File: config.mk
export PLATFORM = sky130hd
export DESIGN_NAME = twiddle_mul_stgx
export DESIGN_NICKNAME = d
export VERILOG_FILES = /design/src/rtl/fft_pkg.sv /design/src/rtl/twiddle_rom.sv /design/src/rtl/twiddle_mul_stgx.sv
export SDC_FILE = /design/constraint.sdc
export NUM_CORES = 2
export LEC_CHECK = 0
export ABC_AREA = 1
export BUFFER_PORTS_ARGS = -buffer_cell sky130_fd_sc_hd__buf_2
export CAP_MARGIN = 20
export CORE_MARGIN = 2
export CORE_UTILIZATION = 50
export CTS_BUF_LIST = sky130_fd_sc_hd__clkbuf_4
export DETAILED_ROUTE_END_ITERATION = 12
export HOLD_SLACK_MARGIN = 0.15
export PLACE_DENSITY = 0.72
export SLEW_MARGIN = 20
export SYNTH_ARGS = -nofsm -noshare
export SYNTH_HDL_FRONTEND = slang
export SYNTH_SLANG_ARGS = --single-unit
File: constraint.sdc
create_clock -name iclk -period 20.6 [get_ports iclk]
set_clock_uncertainty 0.05 [all_clocks]
set_input_delay 1.03 -clock iclk [delete_from_list [all_inputs] [get_ports iclk]]
set_output_delay 1.03 -clock iclk [all_outputs]
set_load 0.05 [all_outputs]
File: src/rtl/fft_pkg.sv
// Shared FFT helpers: packed complex width, round/saturate constants and the
// twiddle coefficient generator evaluated from constant arguments.
package fft_pkg;

    localparam real PI = 3.14159265358979323846;

    function automatic int cplx_width(input int real_w, input int imgn_w);
        return real_w + imgn_w;
    endfunction

    // Half of one LSB of the Q1.(tw_w-1) product scaling, for round-half-up.
    function automatic longint rnd_const(input int tw_w);
        return longint'(1) << (tw_w - 2);
    endfunction

    function automatic longint sat_max(input int w);
        return (longint'(1) << (w - 1)) - 1;
    endfunction

    function automatic longint sat_min(input int w);
        return -(longint'(1) << (w - 1));
    endfunction

    // Round to nearest, ties away from zero (matches the usual round()).
    function automatic longint round_real(input real x);
        if (x >= 0.0) begin
            return longint'($rtoi(x + 0.5));
        end
        return -longint'($rtoi(0.5 - x));
    endfunction

    function automatic longint tw_cos(input int k, input int stg, input int tw_w);
        real ang;
        real full;
        ang  = 2.0 * PI * real'(k) / real'(longint'(1) << stg);
        full = real'(sat_max(tw_w));
        return round_real($cos(ang) * full);
    endfunction

    // Forward-transform sine term is stored already negated.
    function automatic longint tw_sin(input int k, input int stg, input int tw_w);
        real ang;
        real full;
        ang  = 2.0 * PI * real'(k) / real'(longint'(1) << stg);
        full = real'(sat_max(tw_w));
        return -round_real($sin(ang) * full);
    endfunction

endpackage

File: src/rtl/twiddle_rom.sv
// Twiddle coefficient ROM: 2^(FFT_STG-1) entries of {cos, sin}, registered read.
// Conjugation for the inverse transform is applied by the caller.
module twiddle_rom
    import fft_pkg::*;
#(
    parameter int FFT_STG  = 7,
    parameter int TW_WIDTH = 18
) (
    input  logic                    iclk,
    input  logic                    rst_n,
    input  logic [FFT_STG-2:0]      k,
    output logic [2*TW_WIDTH-1:0]   tw
);

    localparam int DEPTH = 1 << (FFT_STG - 1);

    logic [2*TW_WIDTH-1:0] tbl [DEPTH];

    for (genvar gi = 0; gi < DEPTH; gi++) begin : g_tbl
        assign tbl[gi] = {TW_WIDTH'(tw_cos(gi, FFT_STG, TW_WIDTH)),
                          TW_WIDTH'(tw_sin(gi, FFT_STG, TW_WIDTH))};
    end

    // Registered lookup so the coefficient lines up with the first pipeline stage.
    always_ff @(posedge iclk or negedge rst_n) begin
        if (!rst_n) begin
            tw <= '0;
        end else begin
            tw <= tbl[k];
        end
    end

endmodule

File: src/rtl/twiddle_mul_stgx.sv
// Twiddle multiplier between radix-2 SDF stages. Difference-half samples with
// k != 0 are multiplied by exp(-/+ j*2*pi*k/2^FFT_STG); all others pass exactly.
// Fixed 3-cycle latency: S1 capture + ROM, S2 products, S3 round/sat/mux.
module twiddle_mul_stgx
    import fft_pkg::*;
#(
    parameter int FFT_STG     = 7,
    parameter int REAL_WIDTH  = 18,
    parameter int IMGN_WIDTH  = 18,
    parameter int TOTAL_STAGE = 11,
    parameter int TW_WIDTH    = 18,
    localparam int CPLX_WIDTH = cplx_width(REAL_WIDTH, IMGN_WIDTH)
) (
    input  logic                    iclk,
    input  logic                    rst_n,
    input  logic                    ien,
    input  logic [TOTAL_STAGE-1:0]  iaddr,
    input  logic [CPLX_WIDTH-1:0]   idata,
    input  logic                    inv,
    input  logic                    clr_sat,
    output logic                    oen,
    output logic [TOTAL_STAGE-1:0]  oaddr,
    output logic [CPLX_WIDTH-1:0]   odata,
    output logic                    osat
);

    localparam int KW = FFT_STG - 1;
    localparam int PW = ((REAL_WIDTH > IMGN_WIDTH) ? REAL_WIDTH : IMGN_WIDTH) + TW_WIDTH;
    localparam int SW = PW + 1;
    localparam int SH = TW_WIDTH - 1;

    localparam logic signed [SW-1:0] RND     = SW'(rnd_const(TW_WIDTH));
    localparam logic signed [SW-1:0] RE_MAX  = SW'(sat_max(REAL_WIDTH));
    localparam logic signed [SW-1:0] RE_MIN  = SW'(sat_min(REAL_WIDTH));
    localparam logic signed [SW-1:0] IM_MAX  = SW'(sat_max(IMGN_WIDTH));
    localparam logic signed [SW-1:0] IM_MIN  = SW'(sat_min(IMGN_WIDTH));
    localparam logic signed [REAL_WIDTH-1:0] RE_MAX_N = REAL_WIDTH'(sat_max(REAL_WIDTH));
    localparam logic signed [REAL_WIDTH-1:0] RE_MIN_N = REAL_WIDTH'(sat_min(REAL_WIDTH));
    localparam logic signed [IMGN_WIDTH-1:0] IM_MAX_N = IMGN_WIDTH'(sat_max(IMGN_WIDTH));
    localparam logic signed [IMGN_WIDTH-1:0] IM_MIN_N = IMGN_WIDTH'(sat_min(IMGN_WIDTH));

    // Input split and bypass decision (sum half, or k = 0 where W = 1).
    logic signed [REAL_WIDTH-1:0] in_re;
    logic signed [IMGN_WIDTH-1:0] in_im;
    logic                         byp_in;

    assign in_re  = idata[CPLX_WIDTH-1:IMGN_WIDTH];
    assign in_im  = idata[IMGN_WIDTH-1:0];
    assign byp_in = ~iaddr[FFT_STG-1] | (iaddr[KW-1:0] == '0);

    // S1 registers
    logic                         en1;
    logic                         byp1;
    logic                         inv1;
    logic [TOTAL_STAGE-1:0]       addr1;
    logic signed [REAL_WIDTH-1:0] re1;
    logic signed [IMGN_WIDTH-1:0] im1;
    logic [2*TW_WIDTH-1:0]        rom_q;

    twiddle_rom #(
        .FFT_STG  (FFT_STG),
        .TW_WIDTH (TW_WIDTH)
    ) u_rom (
        .iclk  (iclk),
        .rst_n (rst_n),
        .k     (iaddr[KW-1:0]),
        .tw    (rom_q)
    );

    // S1: capture the sample and its control alongside the ROM read.
    always_ff @(posedge iclk or negedge rst_n) begin
        if (!rst_n) begin
            en1   <= 1'b0;
            byp1  <= 1'b1;
            inv1  <= 1'b0;
            addr1 <= '1;
            re1   <= '0;
            im1   <= '0;
        end else begin
            en1   <= ien;
            byp1  <= byp_in;
            inv1  <= inv;
            addr1 <= iaddr;
            re1   <= in_re;
            im1   <= in_im;
        end
    end

    // Coefficients; conjugation flips the stored sine. |sin| <= 2^(TW-1)-1, so no overflow.
    logic signed [TW_WIDTH-1:0] tw_c;
    logic signed [TW_WIDTH-1:0] tw_s_raw;
    logic signed [TW_WIDTH-1:0] tw_s;
    logic signed [PW-1:0]       m_ac;
    logic signed [PW-1:0]       m_bs;
    logic signed [PW-1:0]       m_as;
    logic signed [PW-1:0]       m_bc;

    assign tw_c     = rom_q[2*TW_WIDTH-1:TW_WIDTH];
    assign tw_s_raw = rom_q[TW_WIDTH-1:0];
    assign tw_s     = inv1 ? -tw_s_raw : tw_s_raw;

    assign m_ac = PW'(re1) * PW'(tw_c);
    assign m_bs = PW'(im1) * PW'(tw_s);
    assign m_as = PW'(re1) * PW'(tw_s);
    assign m_bc = PW'(im1) * PW'(tw_c);

    // S2 registers
    logic                         en2;
    logic                         byp2;
    logic [TOTAL_STAGE-1:0]       addr2;
    logic signed [REAL_WIDTH-1:0] re2;
    logic signed [IMGN_WIDTH-1:0] im2;
    logic signed [PW-1:0]         p_ac;
    logic signed [PW-1:0]         p_bs;
    logic signed [PW-1:0]         p_as;
    logic signed [PW-1:0]         p_bc;

    // S2: register the four partial products and carry the bypass data along.
    always_ff @(posedge iclk or negedge rst_n) begin
        if (!rst_n) begin
            en2   <= 1'b0;
            byp2  <= 1'b1;
            addr2 <= '1;
            re2   <= '0;
            im2   <= '0;
            p_ac  <= '0;
            p_bs  <= '0;
            p_as  <= '0;
            p_bc  <= '0;
        end else begin
            en2   <= en1;
            byp2  <= byp1;
            addr2 <= addr1;
            re2   <= re1;
            im2   <= im1;
            p_ac  <= m_ac;
            p_bs  <= m_bs;
            p_as  <= m_as;
            p_bc  <= m_bc;
        end
    end

    // S3 arithmetic: full-precision sums, round-half-up, back to Q0.
    logic signed [SW-1:0] sum_re;
    logic signed [SW-1:0] sum_im;
    logic signed [SW-1:0] shr_re;
    logic signed [SW-1:0] shr_im;

    assign sum_re = SW'(p_ac) - SW'(p_bs);
    assign sum_im = SW'(p_as) + SW'(p_bc);
    assign shr_re = (sum_re + RND) >>> SH;
    assign shr_im = (sum_im + RND) >>> SH;

    logic signed [REAL_WIDTH-1:0] sat_re;
    logic signed [IMGN_WIDTH-1:0] sat_im;
    logic                         re_ovf;
    logic                         im_ovf;
    logic                         sat_hit;

    // Clamp each component to its own width and flag the overflow.
    always_comb begin
        re_ovf = 1'b0;
        im_ovf = 1'b0;
        sat_re = shr_re[REAL_WIDTH-1:0];
        sat_im = shr_im[IMGN_WIDTH-1:0];
        if (shr_re > RE_MAX) begin
            sat_re = RE_MAX_N;
            re_ovf = 1'b1;
        end else if (shr_re < RE_MIN) begin
            sat_re = RE_MIN_N;
            re_ovf = 1'b1;
        end
        if (shr_im > IM_MAX) begin
            sat_im = IM_MAX_N;
            im_ovf = 1'b1;
        end else if (shr_im < IM_MIN) begin
            sat_im = IM_MIN_N;
            im_ovf = 1'b1;
        end
    end

    assign sat_hit = en2 & ~byp2 & (re_ovf | im_ovf);

    // S3: output registers; idle outputs follow the stage convention (0 data, all-ones address).
    always_ff @(posedge iclk or negedge rst_n) begin
        if (!rst_n) begin
            oen   <= 1'b0;
            oaddr <= '1;
            odata <= '0;
        end else begin
            oen <= en2;
            if (en2) begin
                oaddr <= addr2;
                odata <= byp2 ? {re2, im2} : {sat_re, sat_im};
            end else begin
                oaddr <= '1;
                odata <= '0;
            end
        end
    end

    // Sticky saturation flag; a clear in the same cycle as a new hit wins.
    always_ff @(posedge iclk or negedge rst_n) begin
        if (!rst_n) begin
            osat <= 1'b0;
        end else if (clr_sat) begin
            osat <= 1'b0;
        end else if (sat_hit) begin
            osat <= 1'b1;
        end
    end

endmodule

==> summary.txt <==
Worst setup path
  • CP Class: reg2reg
  • Worst R2R Setup Slack: 11500 ps
  • Most frequent cell on the critical path: nand2_1
  • RR Startpoint: u_rom.tw[0]
  • Worst R2R End: p_as[31]
  • CP required: around 22000 ps
  • Slowest CP cell: clkinv_1
  • Max stage delay on crit path: between 1000 and 1500 ps
  • Critical-path maximum fanout: 38
  • Crit path DAT: about 10000 ps
  • Crit path launch type: flip-flop
  • Reg2Reg Depth: 36
  • Critical Path End Type: flip-flop

Global routing
  • Pin count of the biggest net entering global routing: between 100 and 150
  • Initial antenna violation count: 5
  • Vias in the first global route: about 54000
  • First-pass GRT wire length: between 300 and 400 mm
  • Remaining Overflow, GRT: 0
  • Global-route usage over all layers: a little under a third

Place
  • Routability Congestion: roughly 1
  • Detailed-placement wirelength estimate: 146 mm
  • Placement Setup Slack: 11900 ps
  • PortBufs: 100

Timing
  • Setup_tns: 0 ps
  • Fin crit period: between 9000 and 10000 ps
  • Unrepaired setup endpoints after global routing: false
  • Relative slew slack: between 20% and 30%
  • Period utilization: roughly 44%
  • Final worst slack: between 10000 and 15000 ps
  • Worst slew pin tran: roughly 1100 ps
  • Pins Over Slew Limit: 0
  • Endpoints failing hold: 0
  • Final setup fails: 0
  • F_max: around 110 MHz
  • Hold Slack: 294 ps

Layout
  • Share of layout cells above drive strength 1: between 5 and 6%
  • Layout net count: roughly 9600
  • Most common cell after layout, fill and taps aside: inv_1
  • Most frequent cells in the layout: 1990 x inv_1, 1684 x nand2_1, 1316 x fa_1
  • Area Overhead vs Synth: 5.99%
  • FF/Latch Area: roughly 8300 sq um
  • FILL cells: roughly 12000
  • Multi-input logic area: between 40000 and 50000 sq um

Detailed routing
  • Routed met3 length: slightly above 20 mm
  • Routed vias/inst: between 5 and 6
  • DR vias: 51000
  • Total Wirelength: approximately 190 mm
  • Wire per inst: roughly 20 um
  • Initial DRC count: ~4700
  • Wire length on met1: 75.6 mm
  • DRC viols: 0
  • Met2 WL: 82.6 mm
  • Top sig layer: met5
  • Antenna Nets Post-Route: 0
  • DRT Pass-1 Iters: 6

Clock network
  • CTS resizes: 0
  • CTS Root Buffer Type: clkbuf_4
  • Worst-Skew Late Latency: approximately 1100 ps
  • Clk slew on worst S/H paths: about 70 ps
  • Longest Clk Path Bufs: 3
  • TritonCTS Sinks: approximately 330
  • Num CTS Buffers: 97
  • CTS tree: built
  • H-tree lvl count: 3

Synth
  • Synth top area cells: fa_1 41%, inv_1 12%, dfrtp_1 11%
  • #FFs+latches synth: ~330
  • Yosys top cell area share: 40.9%
  • Post-synth EDFFs: 0
  • YS warnings: 0
  • Syn_nets: 9560
  • Synth Instances: approximately 7700
  • Synth Area per Inst: 8.41 sq um
  • Cell area after synthesis: around 64000 sq um
  • Synth Flop Type: dfrtp_1
  • Ys async rst share: 100%
  • Register area share after synthesis: 12.8%
  • Yosys cell types: 60
  • Yosys top cell by area: fa_1

Die
  • Core area: between 100000 and 150000 sq um
  • I/O pin count: 101
  • FP Rows: around 130
  • Starting Density: 50.4%
  • Die height: ~360 um
  • Die X: 363 um
  • Die area: 132000 sq um

Min path
  • Hold path endpoint: byp2
  • Hold WC Path Type: reg2reg
  • Min-Delay Startpoint: byp1
  • Hold depth: 0

Run
  • Max Cap Violations: 0

Outcome
  • Run status: complete, no violations
-- cells in the mapped netlist (13+ instances only) --
cell type  instances
buf_1             24
dfrtp_1          293
o21ai_0          187
ha_1             525
nor2_1           475
nor3_1            53
or2_2             21
nand4_1           18
clkbuf_1         247
nand3_1           99
o21bai_1          19
inv_1           1990
nand2_1         1684
a211oi_1          13
xnor2_1           70
a31oi_1           26
xor2_1           121
dfstp_2           35
a21oi_1          267
fa_1            1316
-- final cells by class --
cell class | count | area share, %
Multi-Input combinational cell | 5048 | 69.6
Sequential cell | 328 | 12.1
Inverter | 2001 | 11.0
Tap cell | 1662 | 3.04
Timing Repair Buffer | 235 | 2.44
Clock buffer | 139 | 1.53
Clock inverter | 39 | 0.328
Antenna cell | 5 | 0.0183
-- what timing repair did --
item	in CTS	in global routing
setup buffers	0	0
endpoints found under the hold margin	129	0
hold buffers	49	0
-- per-layer routing --
metal	track usage, %	vias up
li1	-	22500
met1	40.0	25600
met2	44.8	2399
met3	8.20	461
met4	16.3	4
met5	0	-
-- worst max-delay path, delay by kind of cell, from the launching register on --
kind / cells / cell delay, ps
buffers and inverters: 10 / 1820
adders and majority gates: 8 / 3150
AOI/OAI and AO/OA: 4 / 1280
and+or+nand+nor: 12 / 1980
DFF: 1 / 360
xor gates and xnor gates: 2 / 320
-- worst max-delay path by stage --
stage	start	endpoint	slack (ps)	depth (start not counted)
3_5_place_dp	u_rom.tw[0]	p_as[35]	11900	30
4_1_cts	u_rom.tw[0]	p_as[31]	11930	36
2_1_floorplan	u_rom.tw[0]	p_as[31]	13550	35
3_3_place_gp	u_rom.tw[0]	p_as[31]	12050	36
6_report	u_rom.tw[0]	p_as[31]	11500	36
5_1_grt	u_rom.tw[0]	p_as[31]	11180	36
-- state kept, by name, summed over array words and instances (netlist names), 18 cells and up --
| name | flops |
|---|---|
| p_bs | 36 |
| p_bc | 36 |
| re1 | 18 |
| u_rom.tw | 36 |
| re2 | 18 |
| p_as | 36 |
| im2 | 18 |
| p_ac | 36 |
| odata | 36 |
| im1 | 18 |
-- stage by stage --
| stage | area (sq um) | utilization, % | std cells |
|---|---|---|---|
| floorplan | 64500 | - | 7667 |
| global placement | 66600 | 52.1 | 9224 |
| detailed placement | 66600 | 52.1 | 9224 |
| CTS | 68300 | 53.4 | 9451 |
| global route | 68400 | 53.5 | 9456 |
| finish | 68400 | 53.5 | 9457 |
-- logic make-up after synthesis --
group / after synthesis / share of synthesized area, %
flip-flops: 328 / 12.8
AO/OA/AOI/OAI: 624 / 5.53
adder cells (fa/ha/maj): 1841 / 51.0
XOR/XNOR: 191 / 2.59
AND/OR/NAND/NOR: 2392 / 14.6
buffers and inverters: 2291 / 13.5
Power is left out: the tool's default activity adds up to more than one toggle a clock period on the data nets, which glitch-free logic cannot reach.
